==> src/rtl/calc_pkg.sv <==
// calc_pkg: shared types and constants for the
// multi-digit keypad calculator.
package calc_pkg;

  typedef enum logic [2:0] {
    WAIT_A = 3'd0,
    WAIT_B = 3'd1,
    MULT   = 3'd2,
    PRINT  = 3'd3,
    ERROR  = 3'd4
  } state_e;

  localparam logic [3:0] CMD_ADD = 4'hA;
  localparam logic [3:0] CMD_SUB = 4'hB;
  localparam logic [3:0] CMD_MUL = 4'hC;
  localparam logic [3:0] CMD_CLR = 4'hD;
  localparam logic [3:0] CMD_EQ  = 4'hE;
  localparam logic [3:0] CMD_BS  = 4'hF;

  localparam logic [1:0] ST_ERR   = 2'b00;
  localparam logic [1:0] ST_BUSY  = 2'b01;
  localparam logic [1:0] ST_READY = 2'b10;
  localparam logic [1:0] ST_PRINT = 2'b11;

  localparam logic [3:0] ERR_DIGIT = 4'hE;

  function automatic logic is_op(
    input logic [3:0] c
  );
    return (c == CMD_ADD) || (c == CMD_SUB) ||
           (c == CMD_MUL);
  endfunction

endpackage

==> src/rtl/calc_disp_serializer.sv <==
// calc_disp_serializer: emits a value one decimal
// digit per cycle, least significant position first.
module calc_disp_serializer
  import calc_pkg::*;
#(
  parameter int DIGITS = 8,
  parameter int W      = $clog2(10**DIGITS),
  parameter int PW     = $clog2(DIGITS)
) (
  input  logic          clock,
  input  logic          reset,
  input  logic          start,
  input  logic [W-1:0]  value,
  input  logic          err,
  output logic [3:0]    data,
  output logic [PW-1:0] pos,
  output logic          disp_valid,
  output logic          done
);

  logic [W-1:0]  shadow_q, shadow_d;
  logic [PW-1:0] cnt_q, cnt_d;
  logic          run_q, run_d;
  logic          err_q, err_d;
  logic [3:0]    data_q, data_d;
  logic [PW-1:0] pos_q, pos_d;
  logic          dv_q, dv_d;

  // load on start, then peel one digit per cycle
  always_comb begin
    shadow_d = shadow_q;
    cnt_d    = cnt_q;
    run_d    = run_q;
    err_d    = err_q;
    data_d   = data_q;
    pos_d    = pos_q;
    dv_d     = 1'b0;
    if (start) begin
      shadow_d = value;
      err_d    = err;
      cnt_d    = '0;
      run_d    = 1'b1;
    end else if (run_q) begin
      data_d   = err_q ? ERR_DIGIT
               : 4'(shadow_q % W'(10));
      pos_d    = cnt_q;
      dv_d     = 1'b1;
      shadow_d = shadow_q / W'(10);
      if (cnt_q == PW'(DIGITS-1))
        run_d = 1'b0;
      else
        cnt_d = cnt_q + PW'(1);
    end
  end

  // serializer state and registered outputs
  always_ff @(posedge clock or posedge reset) begin
    if (reset) begin
      shadow_q <= '0;
      cnt_q    <= '0;
      run_q    <= 1'b0;
      err_q    <= 1'b0;
      data_q   <= '0;
      pos_q    <= '0;
      dv_q     <= 1'b0;
    end else begin
      shadow_q <= shadow_d;
      cnt_q    <= cnt_d;
      run_q    <= run_d;
      err_q    <= err_d;
      data_q   <= data_d;
      pos_q    <= pos_d;
      dv_q     <= dv_d;
    end
  end

  assign data       = data_q;
  assign pos        = pos_q;
  assign disp_valid = dv_q;
  assign done = dv_q && (pos_q == PW'(DIGITS-1));

endmodule

==> src/rtl/calc_multi.sv <==
// calc_multi: keypad calculator with decimal entry,
// add/sub, shift-add multiply and digit display.
module calc_multi
  import calc_pkg::*;
#(
  parameter int DIGITS = 8,
  parameter int W      = $clog2(10**DIGITS),
  parameter int PW     = $clog2(DIGITS)
) (
  input  logic          clock,
  input  logic          reset,
  input  logic          cmd_valid,
  input  logic [3:0]    cmd,
  output logic          cmd_ready,
  output logic [1:0]    status,
  output logic [3:0]    data,
  output logic [PW-1:0] pos,
  output logic          disp_valid,
  output logic [2:0]    state
);

  localparam int CW = $clog2(W+1);
  localparam logic [W-1:0] MAXW = W'(10**DIGITS-1);

  state_e          state_q, state_d;
  state_e          next_q, next_d;
  logic [W-1:0]    a_q, a_d;
  logic [W-1:0]    b_q, b_d;
  logic [W-1:0]    entry_q, entry_d;
  logic [3:0]      op_q, op_d;
  logic            fresh_q, fresh_d;
  logic [2*W-1:0]  acc_q, acc_d;
  logic [2*W-1:0]  mcand_q, mcand_d;
  logic [CW-1:0]   mcnt_q, mcnt_d;
  logic            fin_q, fin_d;

  logic            accept;
  logic            start, start_err;
  logic            done;
  logic [W+3:0]    app;
  logic [W:0]      sum;

  assign accept = cmd_valid && cmd_ready;
  assign app = {4'b0, entry_q} * (W+4)'(10)
             + {{W{1'b0}}, cmd};
  assign sum = {1'b0, a_q} + {1'b0, entry_q};

  // command decode, arithmetic and next state
  always_comb begin
    state_d   = state_q;
    next_d    = next_q;
    a_d       = a_q;
    b_d       = b_q;
    entry_d   = entry_q;
    op_d      = op_q;
    fresh_d   = fresh_q;
    acc_d     = acc_q;
    mcand_d   = mcand_q;
    mcnt_d    = mcnt_q;
    fin_d     = fin_q;
    start     = 1'b0;
    start_err = 1'b0;
    if (accept && cmd == CMD_CLR) begin
      a_d     = '0;
      b_d     = '0;
      entry_d = '0;
      op_d    = '0;
      fresh_d = 1'b0;
      start   = 1'b1;
      state_d = PRINT;
      next_d  = WAIT_A;
    end else begin
      unique case (state_q)
        WAIT_A, WAIT_B: if (accept) begin
          start   = 1'b1;
          state_d = PRINT;
          next_d  = state_q;
          unique case (1'b1)
            cmd < 4'd10: begin
              fresh_d = 1'b0;
              if (fresh_q)
                entry_d = {{(W-4){1'b0}}, cmd};
              else if (app <= {4'b0, MAXW})
                entry_d = app[W-1:0];
            end
            cmd == CMD_BS: begin
              entry_d = entry_q / W'(10);
              fresh_d = 1'b0;
            end
            is_op(cmd): begin
              op_d    = cmd;
              fresh_d = 1'b0;
              if (state_q == WAIT_A) begin
                a_d     = entry_q;
                entry_d = '0;
                next_d  = WAIT_B;
              end
            end
            cmd == CMD_EQ: if (state_q == WAIT_B) begin
              b_d = entry_q;
              if (op_q == CMD_MUL) begin
                start   = 1'b0;
                state_d = MULT;
                acc_d   = '0;
                mcand_d = {{W{1'b0}}, a_q};
                mcnt_d  = '0;
              end else if (op_q == CMD_SUB) begin
                if (a_q < entry_q) begin
                  start_err = 1'b1;
                  next_d    = ERROR;
                end else begin
                  entry_d = a_q - entry_q;
                  fresh_d = 1'b1;
                  next_d  = WAIT_A;
                end
              end else begin
                if (sum > {1'b0, MAXW}) begin
                  start_err = 1'b1;
                  next_d    = ERROR;
                end else begin
                  entry_d = sum[W-1:0];
                  fresh_d = 1'b1;
                  next_d  = WAIT_A;
                end
              end
            end
            default: ;
          endcase
        end
        MULT: begin
          if (b_q[0])
            acc_d = acc_q + mcand_q;
          mcand_d = mcand_q << 1;
          b_d     = b_q >> 1;
          mcnt_d  = mcnt_q + CW'(1);
          if (mcnt_q == CW'(W-1)) begin
            state_d = PRINT;
            fin_d   = 1'b1;
          end
        end
        PRINT: begin
          if (fin_q) begin
            fin_d = 1'b0;
            start = 1'b1;
            if (acc_q > {{W{1'b0}}, MAXW}) begin
              start_err = 1'b1;
              next_d    = ERROR;
            end else begin
              entry_d = acc_q[W-1:0];
              fresh_d = 1'b1;
              next_d  = WAIT_A;
            end
          end else if (done) begin
            state_d = next_q;
          end
        end
        ERROR: ;
        default: state_d = WAIT_A;
      endcase
    end
  end

  // architectural registers
  always_ff @(posedge clock or posedge reset) begin
    if (reset) begin
      state_q <= WAIT_A;
      next_q  <= WAIT_A;
      a_q     <= '0;
      b_q     <= '0;
      entry_q <= '0;
      op_q    <= '0;
      fresh_q <= 1'b0;
      acc_q   <= '0;
      mcand_q <= '0;
      mcnt_q  <= '0;
      fin_q   <= 1'b0;
    end else begin
      state_q <= state_d;
      next_q  <= next_d;
      a_q     <= a_d;
      b_q     <= b_d;
      entry_q <= entry_d;
      op_q    <= op_d;
      fresh_q <= fresh_d;
      acc_q   <= acc_d;
      mcand_q <= mcand_d;
      mcnt_q  <= mcnt_d;
      fin_q   <= fin_d;
    end
  end

  // status follows the current state
  always_comb begin
    status    = ST_READY;
    cmd_ready = 1'b0;
    unique case (state_q)
      WAIT_A, WAIT_B: cmd_ready = 1'b1;
      MULT:  status = ST_BUSY;
      PRINT: status = ST_PRINT;
      ERROR: begin
        status    = ST_ERR;
        cmd_ready = 1'b1;
      end
      default: status = ST_ERR;
    endcase
  end

  assign state = state_q;

  calc_disp_serializer #(
    .DIGITS (DIGITS),
    .W      (W),
    .PW     (PW)
  ) u_ser (
    .clock      (clock),
    .reset      (reset),
    .start      (start),
    .value      (entry_d),
    .err        (start_err),
    .data       (data),
    .pos        (pos),
    .disp_valid (disp_valid),
    .done       (done)
  );

endmodule

==> config.mk <==
export PLATFORM = sky130hd
export DESIGN_NAME = calc_multi
export DESIGN_NICKNAME = d
export VERILOG_FILES = /design/src/rtl/calc_pkg.sv /design/src/rtl/calc_disp_serializer.sv /design/src/rtl/calc_multi.sv
export SDC_FILE = /design/constraint.sdc
export NUM_CORES = 1
export LEC_CHECK = 0
export ABC_AREA = 1
export CORE_MARGIN = 4
export CORE_UTILIZATION = 60
export CTS_CLUSTER_DIAMETER = 200
export CTS_CLUSTER_SIZE = 10
export DETAILED_ROUTE_END_ITERATION = 10
export PLACE_DENSITY = 0.74
export SLEW_MARGIN = 15
export SYNTH_ARGS = -nofsm -noshare
export SYNTH_HDL_FRONTEND = slang
export SYNTH_SLANG_ARGS = --single-unit
==> constraint.sdc <==
create_clock -name clock -period 9.26 [get_ports clock]
set_input_delay 1.852 -clock clock [delete_from_list [all_inputs] [get_ports clock]]
set_output_delay 1.852 -clock clock [all_outputs]
set_load 0.02 [all_outputs]
== After elaboration in Yosys (flattened, before gate mapping) ==
Index checks and enable logic that the tools add are counted.

* Input bits: 7
* Register bits: 246

* Reductions and logical operators: 29
* Equality and inequality tests: 36
* Add/subtract/negate cells: 6
* $mul: 1
* Bitwise gates (word level): 2
* Order comparisons: 5
* Muxes and demuxes: 109
* Divide/modulo/power cells: 3

{| class="wikitable"
|+ Operators by type and width
! operator !! count
|-
| two-way mux 27 bit || 23
|-
| two-way mux 54 bit || 9
|-
| one-hot mux 54 bit (2 select lines) || 2
|-
| one-hot mux 27 bit (2 select lines) || 2
|-
| one-hot mux 27 bit (4 select lines) || 1
|-
| adder 54 bit || 1
|-
| divider 27 x 4 -> 27 bit, second input constant || 2
|-
| greater-than comparator 54 x 27 -> 1 bit, second input constant || 1
|-
| two-way mux 3 bit || 18
|-
| two-way mux 1 bit || 35
|-
| equality test 4 bit, second input constant || 8
|-
| adder 31 x 4 -> 31 bit || 1
|-
| <= comparator 31 x 27 -> 1 bit, second input constant || 1
|-
| multiplier 27 x 3 -> 30 bit, second input constant || 1
|-
| adder 27 x 27 -> 28 bit || 1
|-
| greater-than comparator 28 x 27 -> 1 bit, second input constant || 1
|-
| less-than comparator 27 bit || 1
|-
| remainder unit 27 x 4 -> 27 bit, second input constant || 1
|-
| subtractor 27 bit || 1
|-
| != test 3 bit, second input constant || 8
|-
| two-way mux 4 bit || 5
|-
| two-way mux 5 bit || 4
|-
| != test 2 bit, second input constant || 8
|-
| nonzero test 2 bit || 7
|-
| other kinds (28) || 49
|}

== Longest topological paths before layout ==
* Depth in word-level cells: 11
* Mapped depth: 122
* Depth with buffers taken out: 122

== Modules after synthesis ==
Synthesis repeated with hierarchy kept, for this count alone.

* Cells, all modules: 3464
* Area total of the unflattened synthesis: 23691.5 µm²

{| class="wikitable"
|+ By module, submodules not included
! module !! times used !! area each (µm²) !! cells an instance !! seq. area each (µm²)
|-
| calc_multi || 1 || 19825.3 || 2856 || 5154.9
|-
| calc_disp_serializer || 1 || 3866.2 || 608 || 1001.0
|}

== Worst setup path before layout ==
OpenSTA, ideal clock, no wires.

* Path kind: reg-to-reg
* Start: reg u_ser.shadow_q[25]
* End: reg u_ser.data_q[3], in the netlist u_ser.data[3]
* Path slack: 1.018 ns
* Data required time: 9.147 ns
* Buffers on the path: 0
* Arrival: 8.129 ns
* Cell stages (with the launch flop): 109
* Cells stage by stage: dfrtp_1 > o21ai_1 > nand2_1 > nand2_2 > xor2_1 > nand2_1 > nand2_2 > inv_2 > nand2_2 > nand2_4 > nand2_1 > nand3_2 > nand2_1 > nand2_2 > inv_2 > nand2_4 > nand2_4 > nand2_1 > (+73 left out) > nand2_2 > nand2_1 > nand2_1 > nand2_2 > inv_2 > nand2_2 > nand2_2 > nand2_2 > nand2_1 > inv_1 > ha_1 > inv_1 > nand3_1 > nand3_2 > nand2_1 > nand3_1 > nand2_1 > inv_1

* Longest elaborated chain between the ends: 2

{| class="wikitable"
|+ RTL lines
! item !! RTL line !! text
|-
| from (decl) || calc_disp_serializer.sv:21 || <nowiki>logic [W-1:0] shadow_q, shadow_d;</nowiki>
|-
| from (signal assigned) || calc_disp_serializer.sv:67 || <nowiki>shadow_q <= shadow_d;</nowiki>
|-
| remainder unit 27 x 4 -> 27 bit || calc_disp_serializer.sv:45 || <nowiki>: 4'(shadow_q % W'(10));</nowiki>
|-
| two-way mux 4 bit || calc_disp_serializer.sv:44 || <nowiki>data_d = err_q ? ERR_DIGIT</nowiki>
|-
| to (signal assigned) || calc_disp_serializer.sv:71 || <nowiki>data_q <= data_d;</nowiki>
|-
| to (decl) || calc_disp_serializer.sv:25 || <nowiki>logic [3:0] data_q, data_d;</nowiki>
|}

Every way passes these cells.
A chain may end at the register's enable or synchronous reset.

== Worst setup path after layout ==
* Start: reg entry_q[25]
* End: reg u_ser.shadow_q[0]

* Longest elaborated chain between the ends: 11
* Elaborated cells on any way between the ends: 19
* Classes of those cells: add/sub (2); mul (1); div (1); order compare (3); mux (12)

{| class="wikitable"
|+ RTL lines
! item !! RTL line !! text
|-
| from (decl) || calc_multi.sv:29 || <nowiki>logic [W-1:0] entry_q, entry_d;</nowiki>
|-
| from (signal assigned) || calc_multi.sv:182 || <nowiki>entry_q <= entry_d;</nowiki>
|-
| branches (longest 6 deep; another with divider 27 x 4 -> 27 bit) || - ||
|-
| one-hot mux 27 bit (4 select lines) (*) || calc_multi.sv:78 || <nowiki>unique case (1'b1)</nowiki>
|-
| two-way mux 27 bit (*) || calc_multi.sv:74 || <nowiki>WAIT_A, WAIT_B: if (accept) begin</nowiki>
|-
| one-hot mux 27 bit (2 select lines) (*) || calc_multi.sv:73 || <nowiki>unique case (state_q)</nowiki>
|-
| two-way mux 27 bit (*) || calc_multi.sv:63 || <nowiki>if (accept && cmd == CMD_CLR) begin</nowiki>
|-
| two-way mux 27 bit (*) || calc_disp_serializer.sv:38 || <nowiki>if (start) begin</nowiki>
|}

Mark *: on every way between the ends.

==> flow_summary.yaml <==
global_route:
  grt_overflow: 0
  antenna_found_initial: 0
  grt_max_degree: 128
  grt_pass1_wl_microns: 115000
  grt_pass1_vias: 22400
  track_usage_pct: 33.8
placement:
  pre_cts_ws_ps: -498
  hpwlAfterDp_microns: 51900
  place_inst: 3793
  gp_congestion: 0.957
  port_buffers: 20
logic_synthesis:
  synth-seq-cells: 246
  synthMostInstantiatedCell: "nand2_1"
  avgSynthCellArea_sq_um: 6.83
  synth_edf_count: 0
  synth.area.top_cells: "dfrtp_1 (27%), nand2_1 (12%), ha_1 (9.0%)"
  ys_seq_area_share_pct: 27.0
  netlist-cell-type-count: 63
  synth_top_area_share_pct: 27.0
  ys_warn_count: 0
  netlist.top_cell.by_area: "dfrtp_1"
  synth-main-ff-cell: "dfrtp_1"
  mappedNetlistNets: 3517
  yosys-top-cells-count: "nand2_1 (700), inv_1 (414), o21ai_0 (265)"
  synthArstFlopShare_pct: 100
  postSynthCellCount: 3340
  synthesis.area_sq_mm: 0.0228
outcome:
  violations: "setup timing"
  run_status: "complete, but fails checks"
clock_network:
  clk_path_buf_depth: 3
  htree_levels: 1
  cts.sinks: 246
  tritoncts: "built"
  cts-hold-fix-buffers: 0
  clk_latency_ps: 570
  numCtsBuffers: 28
  clkTransAtPathRegs_ps: 80
  root_buffer: "clkbuf_16"
timing:
  skew_ps: 27.4
  final_hold_viol_count: 0
  holdWs_ps: 492
  fmax_ghz: 0.104
  max_slew_margin_pct: 21.4
  rsz0062_at_grt: "true"
  drv_slew: 0
  setup_violations: 9
  tightest_slew_ps: 1180
  setup_ws_ps: -335
  fin_crit_sh_pct: 104
  period_needed_ps: 9600
die:
  rows: 71
  die_area_sq_mm: 0.0412
  core_area_sq_mm: 0.0376
  start_util_pct: 60.7
  die_h_microns: 203
  io_pins: 21
  fp.dieW_microns: 203
worst_setup_path:
  crit_type: "register to register"
  critPathBufInv: 16
  slowest_stage: "dfrtp_2"
  critical_path.max_stage_delay_ps: 490
  critPathMaxFanout: 5
  cpMostUsedCell: "nand2_4"
  worstPathRequired_ps: 9760
  critPathCaptureType: "register"
  worstPathArrival_ps: 10090
  path_delay_family: "simple AND/OR/NAND/NOR gates"
  reg2reg_depth: 104
  crit_path_start_kind: "register"
  cp.depth: 104
final_layout:
  nNetsFinal: 3573
  fin_cells: 3907
  nFillCells: 3102
  area_growth_pct: 17.2
  antenna-diode-count: 0
  drive_gt1_share_pct: 20.0
  fin_util_pct: 71.2
drt:
  via_count: 24000
  wl_per_cell_microns: 19.2
  postRouteAntennaNets: 0
  drc: 0
  drt-vias-per-instance: 6.14
  drt_iter0_drc: 2098
  drt_wl_total_microns: 74900
  drtPass1Iterations: 6
flow_run:
  cap_violations: 0
worst_hold_path:
  hp-class: "register to register"
  worstHoldPathCells: 2
kinds of logic after synthesis:
group           after synthesis  share of synthesized area, %
simple gates               1382                          27.4
compound gates              828                          21.8
buf+inv                     606                          10.2
flops                       246                          27.0
fa+ha+maj                   170                          9.49
xor+xnor                    107                          4.11
mux                           1                        0.0439
state kept, by name (all words and copies together) (netlist names), 4 cells and up:
signal          flops
entry_q            27
op_q                4
mcnt_q              5
u_ser.data          4
b_q                27
acc_q              54
a_q                27
u_ser.shadow_q     27
mcand_q            54
final timing paths:
| check | from | endpoint | slack [ps] |
|---|---|---|---|
| worst max-delay path | entry_q[25]$_DFF_PP0_ | u_ser.shadow_q[0]$_DFFE_PP0P_ | -340 |
| worst min-delay path | u_ser.err_q$_DFFE_PP0N_ | u_ser.err_q$_DFFE_PP0N_ | 490 |
| worst max register to register | entry_q[25]$_DFF_PP0_ | u_ser.shadow_q[0]$_DFFE_PP0P_ | -340 |
| worst min register to register | u_ser.err_q$_DFFE_PP0N_ | u_ser.err_q$_DFFE_PP0N_ | 490 |
| max in group asynchronous | reset | u_ser.shadow_q[5]$_DFFE_PP0P_ | 5920 |
| min in group asynchronous | reset | u_ser.shadow_q[21]$_DFFE_PP0P_ | 1870 |
what timing repair did:
action | CTS | global route
buffers inserted | 23 | 61
gates resized for setup | 81 | 378
pin swaps | 35 | 160
endpoints found under the setup margin | 9 | 16
placed cells by master, fill, tap and decap left out, types with 50 or more instances in the layout:
cell      count
a21oi_1     227
buf_4       116
dfrtp_1     240
ha_1        163
inv_1       395
inv_2        59
nand2_1     568
nand2_2     151
nand2_4     136
nand3_1     163
nand3_2      50
nor2_1      190
o211ai_1     64
o21ai_0     254
o22ai_1      50
xor2_1       92
metrics by stage:
stage,instance area (sq um),setup TNS [ps]
floorplan,22800,0
global placement,23500,-107
detailed placement,23500,-2470
CTS,24800,-1.06
global route,26700,-7970
finish,26700,-1800
routing by layer:
layer  wire length [microns]  share of wire (%)  track usage, %
met4                    4600                6.1            16.5
met1                   30300                 40            43.6
met2                   34500                 46            56.2
met3                    5450                7.3            4.54
met5                       0                  0               0
worst register-to-register path, delay by kind of cell (launching register included):
kind / cells / cell delay [ps]
and+or+nand+nor: 86 / 7310
buffers and inverters: 16 / 1250
DFF: 1 / 490
xor gates and xnor gates: 1 / 240
AOI/OAI and AO/OA: 1 / 190
area by class of cell:
type                            instances  area, sq um  area share [%]
Clock buffer                           29          726            2.71
Clock inverter                          1         30.0           0.112
Inverter                              489         1900            7.10
Multi-Input combinational cell       2488        16100            60.3
Sequential cell                       246         6160            23.0
Tap cell                              511          639            2.39
Timing Repair Buffer                  143         1150            4.30
Power is not shown: default switching activity piles up to over one toggle a cycle in this logic, so the estimate is an artifact.
